## src/rtl/auv_mtimer.sv

```systemverilog
// auv_mtimer: machine timer peripheral.
// Holds the 64-bit mtime counter, a DIV+1 prescaler and the mtimecmp compare
// register, and raises the registered level interrupt int_timer whenever
// mtime >= mtimecmp. Software access is over a 32-bit sel/adr/rd/wr/ack bus.
//
// Optional feature: define AUV_MTIMER_SNAPSHOT_EN to latch mtime[63:32] into a
// shadow on every read of address 0 and return that shadow on reads of
// address 1, giving a coherent 64-bit read across a low-word carry.
//
// Bus handshake: a request is present in any cycle where bus_sel is high and
// bus_rd or bus_wr is high; bus_rd wins over bus_wr. A request to a mapped
// word address (0-4) is serviced in that same cycle and answered by bus_ack
// high for exactly one cycle on the following cycle, with bus_dat_rd valid
// alongside it (zero for writes). Requests held high are serviced every
// cycle. Unmapped addresses (5-7) get no ack and change nothing.
module auv_mtimer #(
   parameter int          PRESCALE_WIDTH = 8,
   parameter logic [63:0] MTIMECMP_RST   = 64'hFFFF_FFFF_FFFF_FFFF
) (
   input  logic        clk,
   input  logic        rst_n,
   input  logic        halt,
   input  logic        bus_sel,
   input  logic [2:0]  bus_adr,
   input  logic [31:0] bus_dat_wr,
   output logic [31:0] bus_dat_rd,
   input  logic        bus_rd,
   input  logic        bus_wr,
   output logic        bus_ack,
   output logic        int_timer
);

   localparam logic [2:0] ADR_MTIME_LO = 3'd0;
   localparam logic [2:0] ADR_MTIME_HI = 3'd1;
   localparam logic [2:0] ADR_CMP_LO   = 3'd2;
   localparam logic [2:0] ADR_CMP_HI   = 3'd3;
   localparam logic [2:0] ADR_CTRL     = 3'd4;

   localparam logic [PRESCALE_WIDTH-1:0] PRESC_ONE = {{(PRESCALE_WIDTH-1){1'b0}}, 1'b1};

   // State registers
   logic [63:0]               mtime_q, mtime_d;
   logic [63:0]               mtimecmp_q, mtimecmp_d;
   logic [PRESCALE_WIDTH-1:0] presc_q, presc_d;
   logic [PRESCALE_WIDTH-1:0] div_q, div_d;
   logic                      en_q, en_d;
   logic                      int_timer_q, int_timer_d;
   logic                      bus_ack_q, bus_ack_d;
   logic [31:0]               bus_dat_rd_q, bus_dat_rd_d;
`ifdef AUV_MTIMER_SNAPSHOT_EN
   logic [31:0]               shadow_q, shadow_d;
`endif

   // Decoded access and helper signals
   logic        req;
   logic        mapped;
   logic        rd_en;
   logic        wr_en;
   logic        tick;
   logic [31:0] ctrl_word;
   logic [31:0] mtime_hi_rd;

   // Decode the bus request; read takes priority over write
   always_comb begin
      req    = bus_sel & (bus_rd | bus_wr);
      mapped = (bus_adr <= ADR_CTRL);
      rd_en  = req & bus_rd & mapped;
      wr_en  = req & ~bus_rd & bus_wr & mapped;
   end

   // Read-back views: ctrl with unused bits zero, and the high mtime word
   always_comb begin
      ctrl_word                       = '0;
      ctrl_word[0]                    = en_q;
      ctrl_word[8 +: PRESCALE_WIDTH]  = div_q;
`ifdef AUV_MTIMER_SNAPSHOT_EN
      mtime_hi_rd = shadow_q;
`else
      mtime_hi_rd = mtime_q[63:32];
`endif
   end

   // Prescaler and mtime counting; bus writes override the increment
   always_comb begin
      tick    = en_q & ~halt & (presc_q == div_q);
      presc_d = presc_q;
      if (en_q && !halt) begin
         presc_d = tick ? '0 : presc_q + PRESC_ONE;
      end
      if (wr_en && bus_adr == ADR_CTRL) begin
         presc_d = '0;
      end

      mtime_d = tick ? mtime_q + 64'd1 : mtime_q;
      if (wr_en && bus_adr == ADR_MTIME_LO) begin
         mtime_d = {mtime_q[63:32], bus_dat_wr};
      end else if (wr_en && bus_adr == ADR_MTIME_HI) begin
         mtime_d = {bus_dat_wr, mtime_q[31:0]};
      end
   end

   // Compare and control register writes
   always_comb begin
      mtimecmp_d = mtimecmp_q;
      en_d       = en_q;
      div_d      = div_q;
      if (wr_en) begin
         case (bus_adr)
            ADR_CMP_LO: mtimecmp_d[31:0]  = bus_dat_wr;
            ADR_CMP_HI: mtimecmp_d[63:32] = bus_dat_wr;
            ADR_CTRL: begin
               en_d  = bus_dat_wr[0];
               div_d = bus_dat_wr[8 +: PRESCALE_WIDTH];
            end
            default: ;
         endcase
      end
   end

   // Read data, acknowledge and interrupt, all registered from request-cycle values
   always_comb begin
      bus_ack_d    = rd_en | wr_en;
      bus_dat_rd_d = '0;
      if (rd_en) begin
         case (bus_adr)
            ADR_MTIME_LO: bus_dat_rd_d = mtime_q[31:0];
            ADR_MTIME_HI: bus_dat_rd_d = mtime_hi_rd;
            ADR_CMP_LO:   bus_dat_rd_d = mtimecmp_q[31:0];
            ADR_CMP_HI:   bus_dat_rd_d = mtimecmp_q[63:32];
            ADR_CTRL:     bus_dat_rd_d = ctrl_word;
            default:      bus_dat_rd_d = '0;
         endcase
      end
      int_timer_d = (mtime_q >= mtimecmp_q);
   end

`ifdef AUV_MTIMER_SNAPSHOT_EN
   // Shadow captures the high word on a low-word read, or takes a high-word write
   always_comb begin
      shadow_d = shadow_q;
      if (rd_en && bus_adr == ADR_MTIME_LO) begin
         shadow_d = mtime_q[63:32];
      end else if (wr_en && bus_adr == ADR_MTIME_HI) begin
         shadow_d = bus_dat_wr;
      end
   end

   // Shadow register
   always_ff @(posedge clk or negedge rst_n) begin
      if (!rst_n) begin
         shadow_q <= '0;
      end else begin
         shadow_q <= shadow_d;
      end
   end
`endif

   // Main state registers
   always_ff @(posedge clk or negedge rst_n) begin
      if (!rst_n) begin
         mtime_q      <= '0;
         mtimecmp_q   <= MTIMECMP_RST;
         presc_q      <= '0;
         div_q        <= '0;
         en_q         <= 1'b0;
         int_timer_q  <= 1'b0;
         bus_ack_q    <= 1'b0;
         bus_dat_rd_q <= '0;
      end else begin
         mtime_q      <= mtime_d;
         mtimecmp_q   <= mtimecmp_d;
         presc_q      <= presc_d;
         div_q        <= div_d;
         en_q         <= en_d;
         int_timer_q  <= int_timer_d;
         bus_ack_q    <= bus_ack_d;
         bus_dat_rd_q <= bus_dat_rd_d;
      end
   end

   assign bus_ack    = bus_ack_q;
   assign bus_dat_rd = bus_dat_rd_q;
   assign int_timer  = int_timer_q;

endmodule
```

## config.mk

```make
export PLATFORM = sky130hd
export DESIGN_NAME = auv_mtimer
export DESIGN_NICKNAME = d
export VERILOG_FILES = /design/src/rtl/auv_mtimer.sv
export SDC_FILE = /design/constraint.sdc
export NUM_CORES = 1
export LEC_CHECK = 0
export CAP_MARGIN = 20
export CORE_MARGIN = 2
export CORE_UTILIZATION = 50
export DETAILED_ROUTE_END_ITERATION = 7
export HOLD_SLACK_MARGIN = 0.05
export PLACE_DENSITY = 0.69
export SYNTH_ARGS = -nofsm -noshare
export SYNTH_HDL_FRONTEND = slang
export SYNTH_SLANG_ARGS = --single-unit
```

## constraint.sdc

```tcl
create_clock -name clk -period 4.9 [get_ports clk]
set_clock_uncertainty 0.05 [all_clocks]
set_input_delay 0.735 -clock clk [delete_from_list [all_inputs] [get_ports clk]]
set_output_delay 0.735 -clock clk [all_outputs]
set_load 0.01 [all_outputs]
```

==> results.json, run 1 <==
{
  "via_per_inst": 6.26,
  "synth.distinct_cells": 67,
  "worstSetupEndpointType": "flop",
  "max_freq_mhz": 309,
  "layout-drive-gt1-share_pct": 15.7,
  "total_number_of_vias": 9836,
  "postRouteAntennaNets": 0,
  "post-route-drc-count": 0,
  "cts.repair_timing.setup_buffer_count": 0,
  "synth_edf_count": 0,
  "start_util_pct": 50.9,
  "clock-sinks": 179,
  "synth-warning-count": 0,
  "r2r-end": "mtime_q[46]",
  "pwr_density_cell_nw_per_um2": 359,
  "pwr-share-seq_pct": 45.5,
  "nets_finish": 1385,
  "synth.ff_latch_count": 179,
  "p_total_mw": 4.55,
  "gr-usage-all-layers_pct": 28.3,
  "synthesized_instance_count": 1232,
  "post_syn_area_per_cell_sq_um": 9.01,
  "post-place-cells": 1538,
  "cell_internal_pwr_mw": 3.02,
  "cts_inserted_buffers": 17,
  "timing_hold_violations_final": 0,
  "core.rowCount": 54,
  "dp.final_hpwl_mm": 23.1,
  "areaGrowthSynthToFinish_pct": 14.2,
  "clk_pin_slew_ns": 0.07,
  "aggregate_negative_setup_slack_ns": 0,
  "antenna_found_initial": 0,
  "average_detailed_routed_wire_length_per_instance_microns": 20.6,
  "timing.critical_path.fanout_max": 9,
  "antenna_cells": 0,
  "routed.top_layer": "met4",
  "ffs_w_async_s_r_synth_pct": 100,
  "worstRegToRegCells": 6,
  "tritoncts_clock_tree": "yes",
  "worstSetupPathType": "flop to flop",
  "total_of_hold_buffers_inserted_after_clock_tree_synthesis": 0,
  "run_status": "finished, final reports clean",
  "power.switching_fraction_pct": 33.7,
  "crit_arrival_ns": 3.50,
  "drtPass1Iterations": 5,
  "core_region_area_sq_um": 21800,
  "yosys-top-cells-area": "sky130_fd_sc_hd__dfrtp_1, sky130_fd_sc_hd__dfstp_2, sky130_fd_sc_hd__ha_1",
  "ys.flop_type": "sky130_fd_sc_hd__dfrtp_1",
  "die_x_microns": 153,
  "post-synth-top-area-cell": "sky130_fd_sc_hd__dfrtp_1",
  "die_height_microns": 153,
  "pin_slew_with_the_least_headroom_to_its_limit_ns": 0.972,
  "slew-limit-headroom_pct": 35.1,
  "crit_required_ns": 5.17,
  "setup_viol_count_final": 0,
  "post_cts_resize_count": 0,
  "route.met3.wl_mm": 2.15,
  "maxSlewViolCount": 0,
  "clock_insertion_delay_worst_skew_ns": 0.44,
  "fin_util_pct": 58.1,
  "largest_net_degree_at_the_start_of_global_routing": 112,
  "drt_met1_wl_mm": 14.3,
  "p_comb_share_pct": 24.5,
  "cts-root-buf": "sky130_fd_sc_hd__clkbuf_16",
  "switching_component_of_the_power_mw": 1.53,
  "fin_hold_ws_ns": 0.367,
  "timing.final.crit_share_pct": 66.0,
  "min-delay-path-class": "input pin to async pin",
  "final_cells": 1571,
  "power.static_leakage_nw": 5.23,
  "timing.rr.start": "mtime_q[36]",
  "pin_count": 75,
  "initialDrtViolationCount": 953,
  "cp-start-kind": "flop",
  "synthDominantCellAreaShare_pct": 25.9,
  "grt_pass1_vias": 9571,
  "synthTopCellsByCount": "sky130_fd_sc_hd__nand2_1, sky130_fd_sc_hd__dfrtp_1, sky130_fd_sc_hd__o21ai_0",
  "synth_most_common_cell": "sky130_fd_sc_hd__nand2_1",
  "aggregate_routed_wire_length_mm": 32.4,
  "synth_fp_nets": 1339,
  "finalWorstPathRequiredPeriod_ns": 3.23,
  "power.clock.fraction_pct": 29.9,
  "finalWeightedCongestion": 0.930,
  "floorplan.die_area_sq_um": 23400,
  "setup_slack_of_the_worst_register_to_register_path_ns": 1.67,
  "rsz0062_at_grt": "no",
  "grt.overflow.total": 0,
  "cap_viol_max_count": 0,
  "post_synth_instance_area_sq_um": 11100,
  "port_buffers": 74,
  "grt_first_pass_wirelength_mm": 52.6,
  "synth_sequential_area_ratio_pct": 41.1,
  "met2_wirelength_mm": 14.9,
  "htreeDepth": 4,
  "vdd.ir_drop.worst_mv": 0.212,
  "cts_buffer_depth": 2
}
==> worst max-delay path, cell delays in order (launching register included) <==
cell and delay [ns]:
sky130_fd_sc_hd__dfrtp_1 0.51, sky130_fd_sc_hd__nand4_1 0.29, sky130_fd_sc_hd__nor4_2 0.88, sky130_fd_sc_hd__nand4_1 0.51, sky130_fd_sc_hd__o311ai_0 0.45, sky130_fd_sc_hd__o41ai_1 0.14, sky130_fd_sc_hd__a221o_1 0.28
==> kinds of logic after synthesis <==
logic type / after synthesis / share of synthesized area [%]
XOR/XNOR: 34 / 2.68
AND/OR/NAND/NOR: 465 / 21.2
adder cells (fa/ha/maj): 66 / 7.44
flip-flops: 179 / 41.1
multiplexers: 63 / 6.71
AO/OA/AOI/OAI: 280 / 15.8
buffers and inverters: 145 / 5.03
==> worst max path at each step <==
stage / startpoint / to / slack (ns)
final: mtime_q[36] / mtime_q[46] / 1.67
after detailed placement: halt / mtime_q[49] / 1.44
after global routing: mtime_q[36] / mtime_q[46] / 1.46
after floorplan: halt / mtime_q[20] / 2.15
after global placement: bus_adr[2] / mtime_q[61] / 1.47
after CTS: mtime_q[36] / mtime_q[46] / 1.74
==> per-layer routing <==
metal	global-route usage, %	vias up
met5	0	-
met4	10.8	0
met3	4.34	61
met2	44.8	380
met1	39.5	4848
li1	-	4547
==> sequential cells by signal, summed over array words and instances (netlist names) <==
register / flops
bus_ack: 1
bus_dat_rd: 32
div_q: 8
en_q: 1
int_timer: 1
mtime_q: 64
mtimecmp_q: 64
presc_q: 8
==> cells in the final DEF (no fill, tap or decap), types with 6 or more instances in the layout <==
master	netlist	final
sky130_fd_sc_hd__a221oi_1	7	7
sky130_fd_sc_hd__clkdlybuf4s50_1	0	72
sky130_fd_sc_hd__xor2_1	13	13
sky130_fd_sc_hd__buf_4	0	20
sky130_fd_sc_hd__mux2_2	51	51
sky130_fd_sc_hd__a21o_1	7	7
sky130_fd_sc_hd__clkbuf_16	0	17
sky130_fd_sc_hd__o21ai_0	82	82
sky130_fd_sc_hd__inv_1	77	77
sky130_fd_sc_hd__and3_1	16	16
sky130_fd_sc_hd__dfrtp_1	115	115
sky130_fd_sc_hd__nor3_1	29	28
sky130_fd_sc_hd__o211ai_1	6	6
sky130_fd_sc_hd__xnor2_1	21	21
sky130_fd_sc_hd__o21ai_1	9	9
sky130_fd_sc_hd__and2_1	7	7
sky130_fd_sc_hd__mux2i_1	8	8
sky130_fd_sc_hd__or3_1	10	10
sky130_fd_sc_hd__nand3_1	49	48
sky130_fd_sc_hd__o22ai_1	8	8
sky130_fd_sc_hd__nand4_1	31	31
sky130_fd_sc_hd__a21oi_1	64	64
sky130_fd_sc_hd__dfstp_2	64	64
sky130_fd_sc_hd__a31oi_1	9	9
sky130_fd_sc_hd__nand2_1	194	193
sky130_fd_sc_hd__o22a_1	12	12
sky130_fd_sc_hd__a22oi_1	41	41
sky130_fd_sc_hd__ha_1	66	66
sky130_fd_sc_hd__and4_1	12	12
sky130_fd_sc_hd__a211oi_1	9	9
sky130_fd_sc_hd__nor4_1	24	23
sky130_fd_sc_hd__nor2_1	51	51
==> power by group through the flow <==
stage               Sequential [mW]  Clock (mW)  Combinational, mW
floorplan                      1.99           0              0.769
global placement               2.08           0               1.06
detailed placement             2.09           0               1.10
CTS                            2.06        1.38               1.11
global route                   2.10        1.44               1.25
finish                         2.07        1.36               1.12
==> metrics by stage <==
stage          instance area [sq um]  worst slack (ns)
3_5_place_dp                   12100              1.44
5_1_grt                        12700              1.46
4_1_cts                        12700              1.74
6_report                       12700              1.67
2_1_floorplan                  11100              2.15
3_3_place_gp                   12100              1.47
==> final cells by class <==
class / count / area [sq um]
fill: 1978 / 9150
multi-input combinational: 908 / 6010
timing repair buffer: 95 / 895
clock inverter: 11 / 103
clock buffer: 21 / 470
sequential: 179 / 4560
inverter: 77 / 289
tap: 280 / 350
No activity file was read; power rests on OpenSTA's default activity.
==> run 2: changes to the inputs <==
==> constraint.sdc (replaced) <==
create_clock -name clk -period 3 [get_ports clk]
set_clock_uncertainty 0.05 [all_clocks]
set_input_delay 0.45 -clock clk [delete_from_list [all_inputs] [get_ports clk]]
set_output_delay 0.45 -clock clk [all_outputs]
set_load 0.01 [all_outputs]
==> run 2 against run 1 <==
  * Die area unchanged
  * Sequential share of layout area down 1.8 points
  * Utilization up 3.1 points
  * Critical endpoint is now int_timer
  * Largest cell class unchanged
==> results.json, run 2 (synthesis results as in run 1) <==
{
  "run_status": "finished, final reports clean",
  "clock-sinks": 179,
  "cell_internal_pwr_mw": 5.18,
  "grt-busiest-layer": "met2",
  "largest_net_degree_at_the_start_of_global_routing": 79,
  "initialDrtViolationCount": 1067,
  "drtPass1Iterations": 6,
  "critPathMostFrequentCell": "sky130_fd_sc_hd__buf_4",
  "top_library_cells_by_usage_in_the_layout_fill_and_taps_aside": "sky130_fd_sc_hd__nand2_1, sky130_fd_sc_hd__dfrtp_1, sky130_fd_sc_hd__o21ai_0, sky130_fd_sc_hd__buf_4, sky130_fd_sc_hd__inv_1",
  "grt.overflow.total": 0,
  "antenna_found_initial": 0,
  "start_util_pct": 50.9,
  "pwr-share-seq_pct": 42.5,
  "hold_path_depth": 2,
  "cp-start-kind": "flop",
  "max_freq_mhz": 343,
  "rsz0062_at_grt": "no",
  "tritoncts_clock_tree": "yes",
  "crit_path_max_incr_delay_ns": 0.54,
  "final_cells": 1641,
  "min-delay-path-class": "flop to flop",
  "aggregate_negative_setup_slack_ns": 0,
  "maxSlewViolCount": 0,
  "switching_component_of_the_power_mw": 2.58,
  "timing.critical_path.fanout_max": 3,
  "clk_pin_slew_ns": 0.07,
  "power.switching_fraction_pct": 33.2,
  "pwr_density_cell_nw_per_um2": 580,
  "cts-root-buf": "sky130_fd_sc_hd__clkbuf_16",
  "cap_viol_max_count": 0,
  "htreeDepth": 4,
  "nets_finish": 1455,
  "p_comb_share_pct": 26.6,
  "cts.repair_timing.setup_buffer_count": 0,
  "grt_first_pass_wirelength_mm": 54.9,
  "port_buffers": 74,
  "crit_required_ns": 3.26,
  "globalRouteMet3Util_pct": 6.01,
  "most_common_library_cell_in_the_layout_ignoring_fill_and_taps": "sky130_fd_sc_hd__nand2_1",
  "power.clock.fraction_pct": 30.8,
  "cts_inserted_buffers": 17,
  "setup_viol_count_final": 0,
  "die_x_microns": 153,
  "clock_insertion_delay_worst_skew_ns": 0.44,
  "worstSetupEndpointType": "flop",
  "via_per_inst": 6.14,
  "post-place-cells": 1608,
  "critical_path_depth": 10,
  "gr-usage-all-layers_pct": 29.8,
  "antenna_cells": 0,
  "core_region_area_sq_um": 21800,
  "worstRegToRegCells": 10,
  "power.static_leakage_nw": 5.65,
  "die_height_microns": 153,
  "total_number_of_vias": 10100,
  "timing.final.crit_share_pct": 97.2,
  "crit_path_cells": "inv_1 -> ha_1 -> a21oi_1 -> o21ai_0 -> a221oi_1 -> buf_4 -> nand3_1 -> nor4_1 -> buf_4 -> a22oi_1",
  "dp.final_hpwl_mm": 25.1,
  "pin_count": 75,
  "aggregate_routed_wire_length_mm": 34.1,
  "average_detailed_routed_wire_length_per_instance_microns": 20.8,
  "vdd.ir_drop.worst_mv": 0.324,
  "use_met2_pct": 46.9,
  "cts_buffer_depth": 2,
  "p_total_mw": 7.75,
  "core.rowCount": 54,
  "critical-path-slowest-cell": "sky130_fd_sc_hd__dfstp_2",
  "areaGrowthSynthToFinish_pct": 20.4,
  "crit_arrival_ns": 3.18,
  "floorplan.die_area_sq_um": 23400,
  "finalWeightedCongestion": 0.992,
  "grt_pass1_vias": 9905,
  "timing_hold_violations_final": 0,
  "finalWorstPathRequiredPeriod_ns": 2.92,
  "post-route-drc-count": 0,
  "worstSetupPathType": "flop to flop",
  "pin_slew_with_the_least_headroom_to_its_limit_ns": 0.845,
  "path_delay_family": "compound AO/OA/AOI/OAI gates",
  "layout-drive-gt1-share_pct": 20.0,
  "critical_path_buf_inv_count": 3,
  "postRouteAntennaNets": 0,
  "slew-limit-headroom_pct": 43.6,
  "gr_layer_usage_met1_pct": 40.8
}
run 2: changes by cell type in the layout (fill, tap and decap cells not counted), sizes merged:
cell         previous run  this run
buf                    22        91
bufinv                  1         3
inv                    79        82
clkbuf                 22        20
dlygate4sd3             0         1
clkinvlp                3         0
run 2: through the flow:
stage	util, %	hold WS (ns)	setup slack, ns	cell area, sq um
floorplan	-	0.104	0.532	11100
global placement	58.4	0.448	0.0534	12700
detailed placement	58.4	0.459	0.0228	12700
CTS	61.2	0.472	0.151	13400
global route	61.2	0.485	0.0253	13400
finish	61.2	0.469	0.0837	13400
run 2: power groups by stage:
| stage | sequential, mW | combinational, mW | clock, mW |
|---|---|---|---|
| finish | 3.30 | 2.06 | 2.39 |
| global route | 3.36 | 2.31 | 2.52 |
| CTS | 3.29 | 2.05 | 2.43 |
| detailed placement | 3.33 | 2.03 | 0 |
| global placement | 3.32 | 1.96 | 0 |
| floorplan | 3.25 | 1.26 | 0 |
run 2: final timing paths:
| kind | start | endpoint | slack [ns] |
|---|---|---|---|
| max | mtimecmp_q[33] | int_timer | 0.08 |
| min | mtimecmp_q[23] | mtimecmp_q[23] | 0.47 |
| max reg2reg | mtimecmp_q[33] | int_timer | 0.08 |
| min reg2reg | mtimecmp_q[23] | mtimecmp_q[23] | 0.47 |
| max in group asynchronous | rst_n | mtimecmp_q[27] | 1.51 |
| min in group asynchronous | rst_n | bus_dat_rd[7] | 0.58 |
run 2: cell type report:
type,count,area (sq um)
Clock buffer,19,443
Clock inverter,13,173
Fill cell,1879,8460
Inverter,77,289
Multi-Input combinational cell,908,6010
Sequential cell,179,4560
Tap cell,280,350
Timing Repair Buffer,165,1540
run 2: metal layers:
metal	wire length (microns)	share of wire [%]
met5	0	0
met4	1060	3.1
met3	2450	7.2
met2	15800	46
met1	14800	43
run 2: repair_timing:
action                    4_1_cts  5_1_grt
hold endpoints to repair       37        0
gates resized for setup         0        0
hold buffers                    1        0
run 2: worst reg2reg max path: stages (launching register included):
cell	delay (ns)
sky130_fd_sc_hd__dfstp_2	0.54
sky130_fd_sc_hd__inv_1	0.04
sky130_fd_sc_hd__ha_1	0.28
sky130_fd_sc_hd__a21oi_1	0.13
sky130_fd_sc_hd__o21ai_0	0.27
sky130_fd_sc_hd__a221oi_1	0.37
sky130_fd_sc_hd__buf_4	0.18
sky130_fd_sc_hd__nand3_1	0.15
sky130_fd_sc_hd__nor4_1	0.52
sky130_fd_sc_hd__buf_4	0.20
sky130_fd_sc_hd__a22oi_1	0.07
==> run 3: changes to the inputs <==
--- a/config.mk
+++ b/config.mk
@@ -5,6 +5,7 @@
 export SDC_FILE = /design/constraint.sdc
 export NUM_CORES = 1
 export LEC_CHECK = 0
+export ABC_CLOCK_PERIOD_IN_PS = 3000
 export CAP_MARGIN = 20
 export CORE_MARGIN = 2
 export CORE_UTILIZATION = 50
==> results of run 3 <==
No change in the layout: final DEF, timing and power equal those of run 2.
